==> src/rtl/ame_num_pkg.sv <==
// Shared types for the ame power-of-two apply block: operation mode and
// the per-stage pipeline record carried between S1, S2 and S3.
package ame_num_pkg;

  localparam int AME_DATA_BITS = 64;
  localparam int AME_SHFT_BITS = $clog2(AME_DATA_BITS);

  typedef enum logic {
    AME_MUL = 1'b0,
    AME_DIV = 1'b1
  } ame_mode_e;

  // data is one bit wider than the operand so the rounding bias never overflows.
  typedef struct packed {
    logic                     valid;
    logic [AME_SHFT_BITS-1:0] k;
    logic                     zero;
    logic                     multi;
    ame_mode_e                mode;
    logic                     sign;
    logic [AME_DATA_BITS:0]   data;
  } ame_stage_t;

endpackage

==> src/rtl/ame_pri_enc_8b.sv <==
// 8-bit priority encoder: index of the highest set bit plus an any-set flag.
module ame_pri_enc_8b (
  input  logic [7:0] bits,
  output logic [2:0] idx,
  output logic       any
);

  always_comb begin
    idx = '0;
    for (int i = 0; i < 8; i++) begin
      if (bits[i]) idx = 3'(i);
    end
  end

  assign any = |bits;

endmodule

==> src/rtl/ame_num_apply.sv <==
// Applies a sign + one-hot power-of-two factor to a signed operand as a
// shift-only multiply or rounded divide, in a 3-stage pipeline.
module ame_num_apply
  import ame_num_pkg::*;
#(
  parameter int  COMP_DATA_BITS = AME_DATA_BITS,
  localparam int SHFT_BITS      = $clog2(COMP_DATA_BITS)
) (
  input  logic                      clk_i,
  input  logic                      rst_n_i,
  input  logic                      comp_init_i,
  input  logic                      comp_mode_i,
  input  logic                      comp_sign_i,
  input  logic [COMP_DATA_BITS-1:0] comp_apx_i,
  input  logic [COMP_DATA_BITS-1:0] comp_data_i,
  output logic                      comp_done_o,
  output logic [COMP_DATA_BITS-1:0] comp_data_o,
  output logic [SHFT_BITS-1:0]      comp_shft_o,
  output logic                      comp_err_o
);

  localparam int NBYTES = COMP_DATA_BITS / 8;
  localparam int IW     = AME_DATA_BITS + 1;

  // S1: encode
  logic [NBYTES-1:0][2:0]   byte_idx;
  logic [NBYTES-1:0]        byte_any;
  logic [AME_SHFT_BITS-1:0] enc_k;
  logic                     apx_multi;
  ame_stage_t               s1_next;
  ame_stage_t               s1;

  for (genvar g = 0; g < NBYTES; g++) begin : g_enc
    ame_pri_enc_8b u_enc (
      .bits (comp_apx_i[8*g +: 8]),
      .idx  (byte_idx[g]),
      .any  (byte_any[g])
    );
  end

  // Highest non-empty byte wins; its local index forms the low three bits of k.
  always_comb begin
    enc_k = '0;
    for (int g = 0; g < NBYTES; g++) begin
      if (byte_any[g]) enc_k = AME_SHFT_BITS'(g * 8) | AME_SHFT_BITS'(byte_idx[g]);
    end
  end

  assign apx_multi = |(comp_apx_i & (comp_apx_i - COMP_DATA_BITS'(1)));

  always_comb begin
    s1_next       = '0;
    s1_next.valid = comp_init_i;
    s1_next.k     = enc_k;
    s1_next.zero  = ~|comp_apx_i;
    s1_next.multi = apx_multi;
    s1_next.mode  = ame_mode_e'(comp_mode_i);
    s1_next.sign  = comp_sign_i;
    s1_next.data  = IW'($signed(comp_data_i));
  end

  always_ff @(posedge clk_i or negedge rst_n_i) begin
    if (!rst_n_i) s1 <= '0;
    else          s1 <= s1_next;
  end

  // S2: rounding bias and byte-granular shift
  logic [AME_SHFT_BITS-1:0] coarse_amt;
  logic signed [IW-1:0]     s2_bias;
  logic signed [IW-1:0]     s2_shift;
  ame_stage_t               s2_next;
  ame_stage_t               s2;

  always_comb begin
    coarse_amt = s1.k & ~AME_SHFT_BITS'(7);
    s2_bias    = s1.data;
    if (s1.mode == AME_DIV && s1.k != '0)
      s2_bias = s1.data + (IW'(1) << (s1.k - AME_SHFT_BITS'(1)));
    s2_shift = (s1.mode == AME_MUL) ? (s2_bias << coarse_amt) : (s2_bias >>> coarse_amt);
    s2_next      = s1;
    s2_next.data = s2_shift;
  end

  always_ff @(posedge clk_i or negedge rst_n_i) begin
    if (!rst_n_i) s2 <= '0;
    else          s2 <= s2_next;
  end

  // S3: bit-granular shift, sign, truncate
  logic signed [IW-1:0]      s3_in;
  logic signed [IW-1:0]      s3_shift;
  logic signed [IW-1:0]      s3_val;
  logic [COMP_DATA_BITS-1:0] s3_res;
  logic                      s3_div_zero;

  always_comb begin
    s3_in       = s2.data;
    s3_shift    = (s2.mode == AME_MUL) ? (s3_in << s2.k[2:0]) : (s3_in >>> s2.k[2:0]);
    s3_val      = s2.sign ? -s3_shift : s3_shift;
    s3_res      = s2.zero ? '0 : COMP_DATA_BITS'(s3_val);
    s3_div_zero = s2.zero && (s2.mode == AME_DIV);
  end

  always_ff @(posedge clk_i or negedge rst_n_i) begin
    if (!rst_n_i) begin
      comp_done_o <= 1'b0;
      comp_data_o <= '0;
      comp_shft_o <= '0;
      comp_err_o  <= 1'b0;
    end else begin
      comp_done_o <= s2.valid;
      if (s2.valid) begin
        comp_data_o <= s3_res;
        comp_shft_o <= s3_div_zero ? '0 : SHFT_BITS'(s2.k);
        comp_err_o  <= s2.multi | s3_div_zero;
      end
    end
  end

endmodule

==> config.mk <==
export PLATFORM = sky130hd
export DESIGN_NAME = ame_num_apply
export DESIGN_NICKNAME = d
export VERILOG_FILES = /design/src/rtl/ame_num_pkg.sv /design/src/rtl/ame_pri_enc_8b.sv /design/src/rtl/ame_num_apply.sv
export SDC_FILE = /design/constraint.sdc
export NUM_CORES = 1
export LEC_CHECK = 0
export BUFFER_PORTS_ARGS = -buffer_cell sky130_fd_sc_hd__buf_2
export CAP_MARGIN = 20
export CORE_UTILIZATION = 35
export DETAILED_ROUTE_END_ITERATION = 8
export PLACE_DENSITY = 0.54
export SYNTH_ARGS = -nofsm -noshare
export SYNTH_HDL_FRONTEND = slang
export SYNTH_SLANG_ARGS = --single-unit
==> constraint.sdc <==
create_clock -name clk_i -period 13.5 [get_ports clk_i]
set_clock_uncertainty 0.15 [all_clocks]
set_input_delay 1.35 -clock clk_i [delete_from_list [all_inputs] [get_ports clk_i]]
set_output_delay 1.35 -clock clk_i [all_outputs]
set_load 0.005 [all_outputs]
==> key figures, run 1 <==
Run status
  – Status: completed

Detailed routing
  – Via count: 26009
  – Routed WL: 116000 µm
  – Drt first pass iters: 8
  – Post-route ant nets: 0
  – Per-cell routed wire length: 29.4 µm
  – DRC viols: 0
  – Via density: 6.63
  – Initial DRC Count: 3211

Clock tree
  – Cts repair resizes: 0
  – Setup bufs post-CTS: 0
  – Clock Latency Late Sink: 0.62 ns
  – TritonCTS buffer count: 28
  – Htree depth: 1
  – Clock root cell: clkbuf_16
  – CTS Sinks: 223
  – Worst-path clk slew: 0.06 ns
  – Max Root-Sink Buffers: 3
  – Post-CTS Hold Buffers: 0
  – CTS tree: yes

Floorplanning
  – Starting Density: 35.4%
  – Die height: 266 µm
  – Boundary Pins: 205
  – Die W: 266 µm
  – Placeable Area: 68700 µm²
  – Die area: 70500 µm²
  – Cell Rows: 96

Logic synthesis
  – Synth async-reset ratio: 100%
  – Syn Area/Cell: 8.35 µm²
  – Synthesized area: 24300 µm²
  – Register area share after synthesis: 23.0%
  – Main synth FF type: dfrtp_1
  – Synth warnings: 0
  – Number of enable flip-flop cells after synthesis: 0
  – Synthesized netlist cell count: 2910
  – Yosys cell types: 86
  – Syn_nets: 3109
  – FF+latch count, synth: 223

Worst setup path
  – Crit path capture type: flop
  – WP data arrival: 7.82 ns
  – WP data required: 13.77 ns
  – WS Path Type: flop to flop
  – Critical R2R Launch: coarse_amt[4]
  – CP startpoint: coarse_amt[4]
  – Crit-path max FO: 44
  – Critical Path Source Type: flop

Min path
  – Hold Path Origin: s1[65]
  – HP Class: flop to flop

Power
  – PwrDens: 85.3 nW/µm²
  – Leakage: 10.7 nW
  – Max VDD drop: 107 µV

STA
  – Unrepaired setup endpoints after global routing: false
  – Setup TNS: 0 ns
  – Hold Violations, Final: 0
  – Worst setup margin: 5.95 ns
  – Final-report setup violation count: 0
  – Measured slew at the worst slew-check pin: 1.36 ns
  – Max-slew violation count: 0
  – F_max: 132 MHz
  – Min cycle time layout: 7.55 ns
  – Period Utilization, post-route: 55.9%
  – Rel. slew slack: 8.69%

Placement
  – DP Wirelength: 90200 µm
  – IO buf count: 204
  – Routability cong.: 1.03
  – Dpl ws: 6.26 ns

GRT
  – Antenna violations before repair: 1
  – Total GRT Usage: 32.1%
  – Global route overflow: 0
  – Largest net degree at the start of global routing: 108
  – Vias in the first global route: 24615
  – First-pass GRT wire length: 169000 µm

Flow run
  – Max-Cap Viols: 0

Finish
  – Area Growth Syn to Fin: 11.1%
  – Fill cells: 7007
  – Final-stage net count: 3168
  – Share of layout cells above drive strength 1: 18.9%
[routing by layer]
metal / global-route usage (%) / share of wire (%)
met5: 0 / 0
met1: 42.2 / 40
met2: 50.7 / 45
met3: 5.46 / 8.4
met4: 16.0 / 5.7
[metrics by stage]
stage | total power, mW | hold slack, ns | area (µm²) | utilization [%] | std cells
after global routing | 2.41 | 0.210 | 27000 | 39.3 | 3923
after CTS | 2.32 | 0.200 | 27000 | 39.3 | 3919
after global placement | 1.51 | 0.183 | 26000 | 37.8 | 3864
final | 2.30 | 0.198 | 27000 | 39.3 | 3925
after floorplan | 1.24 | 0.181 | 24300 | - | 2910
after detailed placement | 1.52 | 0.186 | 26000 | 37.9 | 3867
[area by class of cell]
class	count	area (µm²)	share of cell area, %
timing repair buffer	255	1430	5.28
sequential	223	5600	20.7
antenna	3	7.51	0.0278
inverter	113	424	1.57
tap	931	1160	4.31
multi-input combinational	2348	17400	64.5
clock inverter	13	154	0.570
clock buffer	39	802	2.97
[sequential cells by signal, indices dropped and copies added, names as in the netlist]
name / count
s3_in: 65
comp_data_o: 64
comp_err_o: 1
coarse_amt: 3
s2: 11
comp_shft_o: 6
s1: 72
comp_done_o: 1
[cell usage after synthesis, types with 46 or more instances]
library cell	number	area, µm²
o21ai_0	204	1020
a211oi_1	52	390
xor2_1	61	534
nand3_1	71	355
nand4_1	55	344
nand2_1	268	1010
nor2_1	263	987
clkbuf_1	172	646
o22ai_1	79	494
nor3_1	96	480
a21o_1	46	345
ha_1	65	813
mux4_2	168	3780
inv_1	111	417
dfrtp_1	223	5580
a21oi_1	213	1070
[report_power, final]
group	switching, mW	internal (mW)	leakage (nW)
registers	0.0794	0.733	2.68
logic	0.415	0.293	7.60
clock network	0.329	0.454	0.458
total	0.823	1.48	10.7
[cell families after synthesis]
group           synth area share [%]
flops                           23.0
simple gates                    20.0
mux                             18.3
xor+xnor                        3.35
buf+inv                         5.51
compound gates                  26.5
fa+ha+maj                       3.51
[worst max-delay path, cell delays in order, from the launching register on]
cell	delay, ns
dfrtp_4	0.68
or2_2	0.62
nor2_1	0.77
nand2_1	0.24
nor2_1	0.16
ha_1	0.21
inv_1	0.08
fa_1	0.38
nor2b_1	0.24
o31ai_1	0.21
a21o_1	0.30
a211oi_1	0.51
or4_1	0.21
nand3_1	0.76
o21a_1	0.82
a2111oi_0	0.97
[worst paths after layout]
check	slack, ns	depth (start not counted)	to
setup / recovery	5.95	15	s3_in[39]
hold / removal	0.20	0	s2[65]
setup reg to reg	5.95	15	s3_in[39]
hold reg to reg	0.20	0	s2[65]
max in group asynchronous	11.13	2	s2[70]
min in group asynchronous	0.60	1	comp_data_o[26]
[cells in the final DEF (no fill, tap or decap), drive strengths merged, types with 61 or more instances in the layout]
| master | netlist | layout |
|---|---|---|
| nand2 | 268 | 268 |
| nor2 | 263 | 263 |
| buf | 54 | 253 |
| dfrtp | 223 | 223 |
| a21oi | 213 | 213 |
| o21ai | 210 | 210 |
| mux4 | 168 | 168 |
| inv | 112 | 113 |
| nor3 | 96 | 96 |
| o22ai | 79 | 79 |
| nand3 | 73 | 73 |
| ha | 65 | 65 |
| xor2 | 61 | 61 |
(Power assumes the default switching activity.)
==> run 2: changes to the inputs <==
Settings changed: ABC_AREA set to 1.
Clock period 13.5 ns to 7.3 ns, I/O delays scaled along.
==> run 2 against run 1 <==
Against the previous run:
- the run now ends with hold timing left
- die area rose by 8.6%
- hold slack got worse by 0.21 ns
- sequential share of layout area fell by 1.5 points
- area after synthesis rose by 8.6%
- cell count rose by 54%
- maximum frequency rose by 29%
- sequential cell count did not move
- critical path type unchanged
==> key figures, run 2 <==
Detailed routing
  – Via density: 5.29 (-20%)
  – Routed WL: 120000 µm (+3.7%)
  – Drt first pass iters: 9 (+1)
  – Initial DRC Count: 3915 (+22%)
  – Per-cell routed wire length: 19.9 µm (-32%)
  – DRC viols: 0 (unchanged)
  – Post-route ant nets: 0 (unchanged)
  – Via count: 31914 (+23%)

STA
  – Period Utilization, post-route: 79.9% (+24 points)
  – Rel. slew slack: 35.6% (+27 points)
  – Min cycle time layout: 5.83 ns (-1.72 ns)
  – Max-slew violation count: 0 (unchanged)
  – F_max: 171 MHz (+29%)
  – Hold Violations, Final: 7 (+7)
  – Hold slack: -0.0121 ns (-0.210 ns)
  – Measured slew at the worst slew-check pin: 0.967 ns (-0.395 ns)
  – Final-report setup violation count: 0 (unchanged)
  – Unrepaired setup endpoints after global routing: false
  – Setup TNS: 0 ns (unchanged)

Power
  – Leakage: 15.9 nW (+48%)
  – Switching share of total power: 37.9% (+2.1 points)
  – Max VDD drop: 215 µV (+100%)
  – Net switching power: 1.61 mW (+96%)
  – Clock share of power: 36.3% (+2.3 points)
  – Internal power: 2.64 mW (+79%)
  – Power Total: 4.25 mW (+85%)
  – Combinational share of power: 29.4% (-1.3 points)
  – PwrDens: 147 nW/µm² (+72%)
  – Sequential cell fraction of total power: 34.2% (-1.1 points)

Worst setup path
  – Reg2reg end: s3_in[18]
  – WP data arrival: 6.15 ns (-1.67 ns)
  – Cell with the most instances on the worst path: nand2_1
  – Critical R2R Launch: coarse_amt[3]
  – WS Path Type: flop to flop
  – Worst R2R Path Depth: 26 (+11)
  – Crit-path max cell delay: 0.47 ns (-0.50 ns)
  – Critical-path top delay cell: inv_2
  – WP data required: 7.62 ns (-6.15 ns)
  – Worst Path Buf+Inv: 4 (+3)
  – Critical Path Source Type: flop
  – Reg2Reg Setup Slack: 1.47 ns (-4.48 ns)
  – Crit-path leading delay family: simple AND/OR/NAND/NOR gates
  – Crit path capture type: flop
  – Crit-path max FO: 38 (-14%)

Finish
  – Post-Layout Cell Count: 6032 (+54%)
  – Area of the multi-input gates: 17500 µm² (+0.40%)
  – Final-stage net count: 5238 (+65%)
  – Max FFs per register: 72 (unchanged)
  – Share of layout cells above drive strength 1: 7.88% (-11 points)
  – Register area: 5600 µm² (-0.13%)
  – Fill cells: 8620 (+23%)
  – Largest reg by FF count: s1
  – Most frequent cells in the layout: nand2_1, nand3_1, inv_1
  – Commonest non-fill, non-tap cell in the layout: nand2_1
  – Area Growth Syn to Fin: 9.96%

Logic synthesis
  – Number of enable flip-flop cells after synthesis: 0 (unchanged)
  – Main synth FF type: dfrtp_1
  – Commonest cells in the netlist: nand2_1, nand3_1, inv_1, nor2_1, dfrtp_1
  – Synthesized area: 26400 µm² (+8.6%)
  – Syn Area/Cell: 5.31 µm² (-36%)
  – Synth async-reset ratio: 100% (unchanged)
  – Post-synthesis simple-gate area fraction: 54.2% (+34 points)
  – Area share of xor/xnor cells in the synthesized design: 1.03% (-2.3 points)
  – Top-count cell post-synth: nand2_1
  – Register area share after synthesis: 21.1% (-1.8 points)
  – Synth Area in Compound Gates: 7.89% (-19 points)
  – Synthesized netlist cell count: 4968 (+71%)
  – FF+latch count, synth: 223 (unchanged)
  – Largest family of logic cells by synthesized area: simple AND/OR/NAND/NOR gates
  – Syn_nets: 5167 (+66%)
  – Cell taking the most area after synthesis: nand2_1
  – Yosys cell types: 53 (-38%)
  – Top-area cell type share of the netlist area: 27.6% (+4.6 points)
  – Synth area leaders: nand2_1, dfrtp_1, nand3_1
  – Adder-Cell Fraction of Synth Area: 3.16% (-0.36 points)
  – Synth warnings: 0 (unchanged)
  – Post-synthesis mux area share: 0% (-18 points)

Placement
  – IO buf count: 204 (unchanged)
  – Placed cells: 5976 (+55%)
  – Routability cong.: 1.04 (+0.78%)
  – DP Wirelength: 97800 µm (+8.4%)

Clock tree
  – Clock Latency Late Sink: 0.61 ns (about the same)
  – CTS tree: yes
  – Cts repair resizes: 0 (unchanged)
  – Worst-path clk slew: 0.07 ns (about the same)
  – Setup bufs post-CTS: 0 (unchanged)
  – TritonCTS buffer count: 29 (+3.6%)
  – Max Root-Sink Buffers: 3 (unchanged)
  – Htree depth: 1 (unchanged)
  – CTS Sinks: 223 (unchanged)
  – Post-CTS Hold Buffers: 0 (unchanged)
  – Clock root cell: clkbuf_16

Floorplanning
  – Boundary Pins: 205 (unchanged)
  – Placeable Area: 74600 µm² (+8.5%)
  – Die height: 277 µm (+4.2%)
  – Cell Rows: 100 (+4.2%)
  – Die area: 76500 µm² (+8.6%)
  – Die W: 277 µm (+4.2%)
  – Starting Density: 35.4% (about the same)

Run status
  – Status: finished, violations left
  – Failing checks: hold timing

GRT
  – Largest net degree at the start of global routing: 92 (-15%)
  – First-pass GRT wire length: 182000 µm (+7.7%)
  – Total GRT Usage: 30.8% (-1.3 points)
  – Antenna violations before repair: 3 (+2)
  – Global route overflow: 0 (unchanged)
  – Vias in the first global route: 29541 (+20%)

Flow run
  – Max-Cap Viols: 0 (unchanged)

Min path
  – HP Class: primary input to async pin
[run 2: cell types whose count changed in the layout (fill, tap and decap cells not counted), moves of 50 or more]
cell	previous run	this run
nand3_1	71	730
xor2_1	61	10
nor3_1	96	33
o21ai_0	203	114
mux4_2	168	0
a21oi_1	213	149
inv_1	110	625
nor2_1	262	576
nand2_1	268	1940
a211oi_1	52	2
o22ai_1	79	2
[run 2: stage by stage]
step | util, % | worst slack [ns] | instance area [µm²]
6_report | 38.9 | 1.47 | 29000
3_5_place_dp | 37.6 | 1.79 | 28000
5_1_grt | 38.9 | 1.16 | 29000
3_3_place_gp | 37.5 | 1.68 | 28000
2_1_floorplan | - | 3.45 | 26400
4_1_cts | 38.9 | 1.79 | 29000
[run 2: area by class of cell]
| class | instances | area share [%] |
|---|---|---|
| Antenna cell | 1 | 0.00862 |
| Clock buffer | 33 | 2.62 |
| Clock inverter | 21 | 0.888 |
| Inverter | 645 | 8.37 |
| Multi-Input combinational cell | 3906 | 60.3 |
| Sequential cell | 223 | 19.3 |
| Tap cell | 969 | 4.18 |
| Timing Repair Buffer | 234 | 4.40 |
[run 2: how the worst max path moves through the flow]
stage,startpoint,end,slack (ns),depth (start not counted)
after floorplan,coarse_amt[3],s3_in[27],3.45,27
after global placement,coarse_amt[3],s3_in[37],1.68,23
after detailed placement,coarse_amt[3],s3_in[18],1.79,26
after CTS,coarse_amt[3],s3_in[18],1.79,26
after global routing,coarse_amt[3],s3_in[18],1.16,28
final,coarse_amt[3],s3_in[18],1.47,26
[run 2: power by group through the flow]
stage          clock [mW]  sequential, mW  combinational, mW
6_report             1.54            1.46               1.25
5_1_grt              1.63            1.46               1.41
4_1_cts              1.58            1.45               1.24
3_5_place_dp            0            1.48               1.24
3_3_place_gp            0            1.48               1.24
2_1_floorplan           0            1.43              0.823
[run 2: kinds of logic (layout without fill, tap and decap cells)]
logic type | Yosys count | in the layout
AND/OR/NAND/NOR | 3435 | 3435
buffers and inverters | 839 | 933
AO/OA/AOI/OAI | 374 | 374
flip-flops | 223 | 223
XOR/XNOR | 31 | 31
other | 0 | 1
adder cells (fa/ha/maj) | 66 | 66
[run 2: worst reg2reg max path, delay by kind of cell, from the launching register on]
family / cells / cell delay, ns
compound gates: 1 / 0.35
flops: 1 / 0.41
simple gates: 20 / 3.15
buf+inv: 4 / 1.23
fa+ha+maj: 1 / 0.40
[run 2: per-layer routing]
metal / track usage, % / routed length (µm)
met5: 0 / 13
met2: 47.6 / 51700
met3: 3.93 / 9810
met1: 45.1 / 55500
met4: 7.17 / 2940
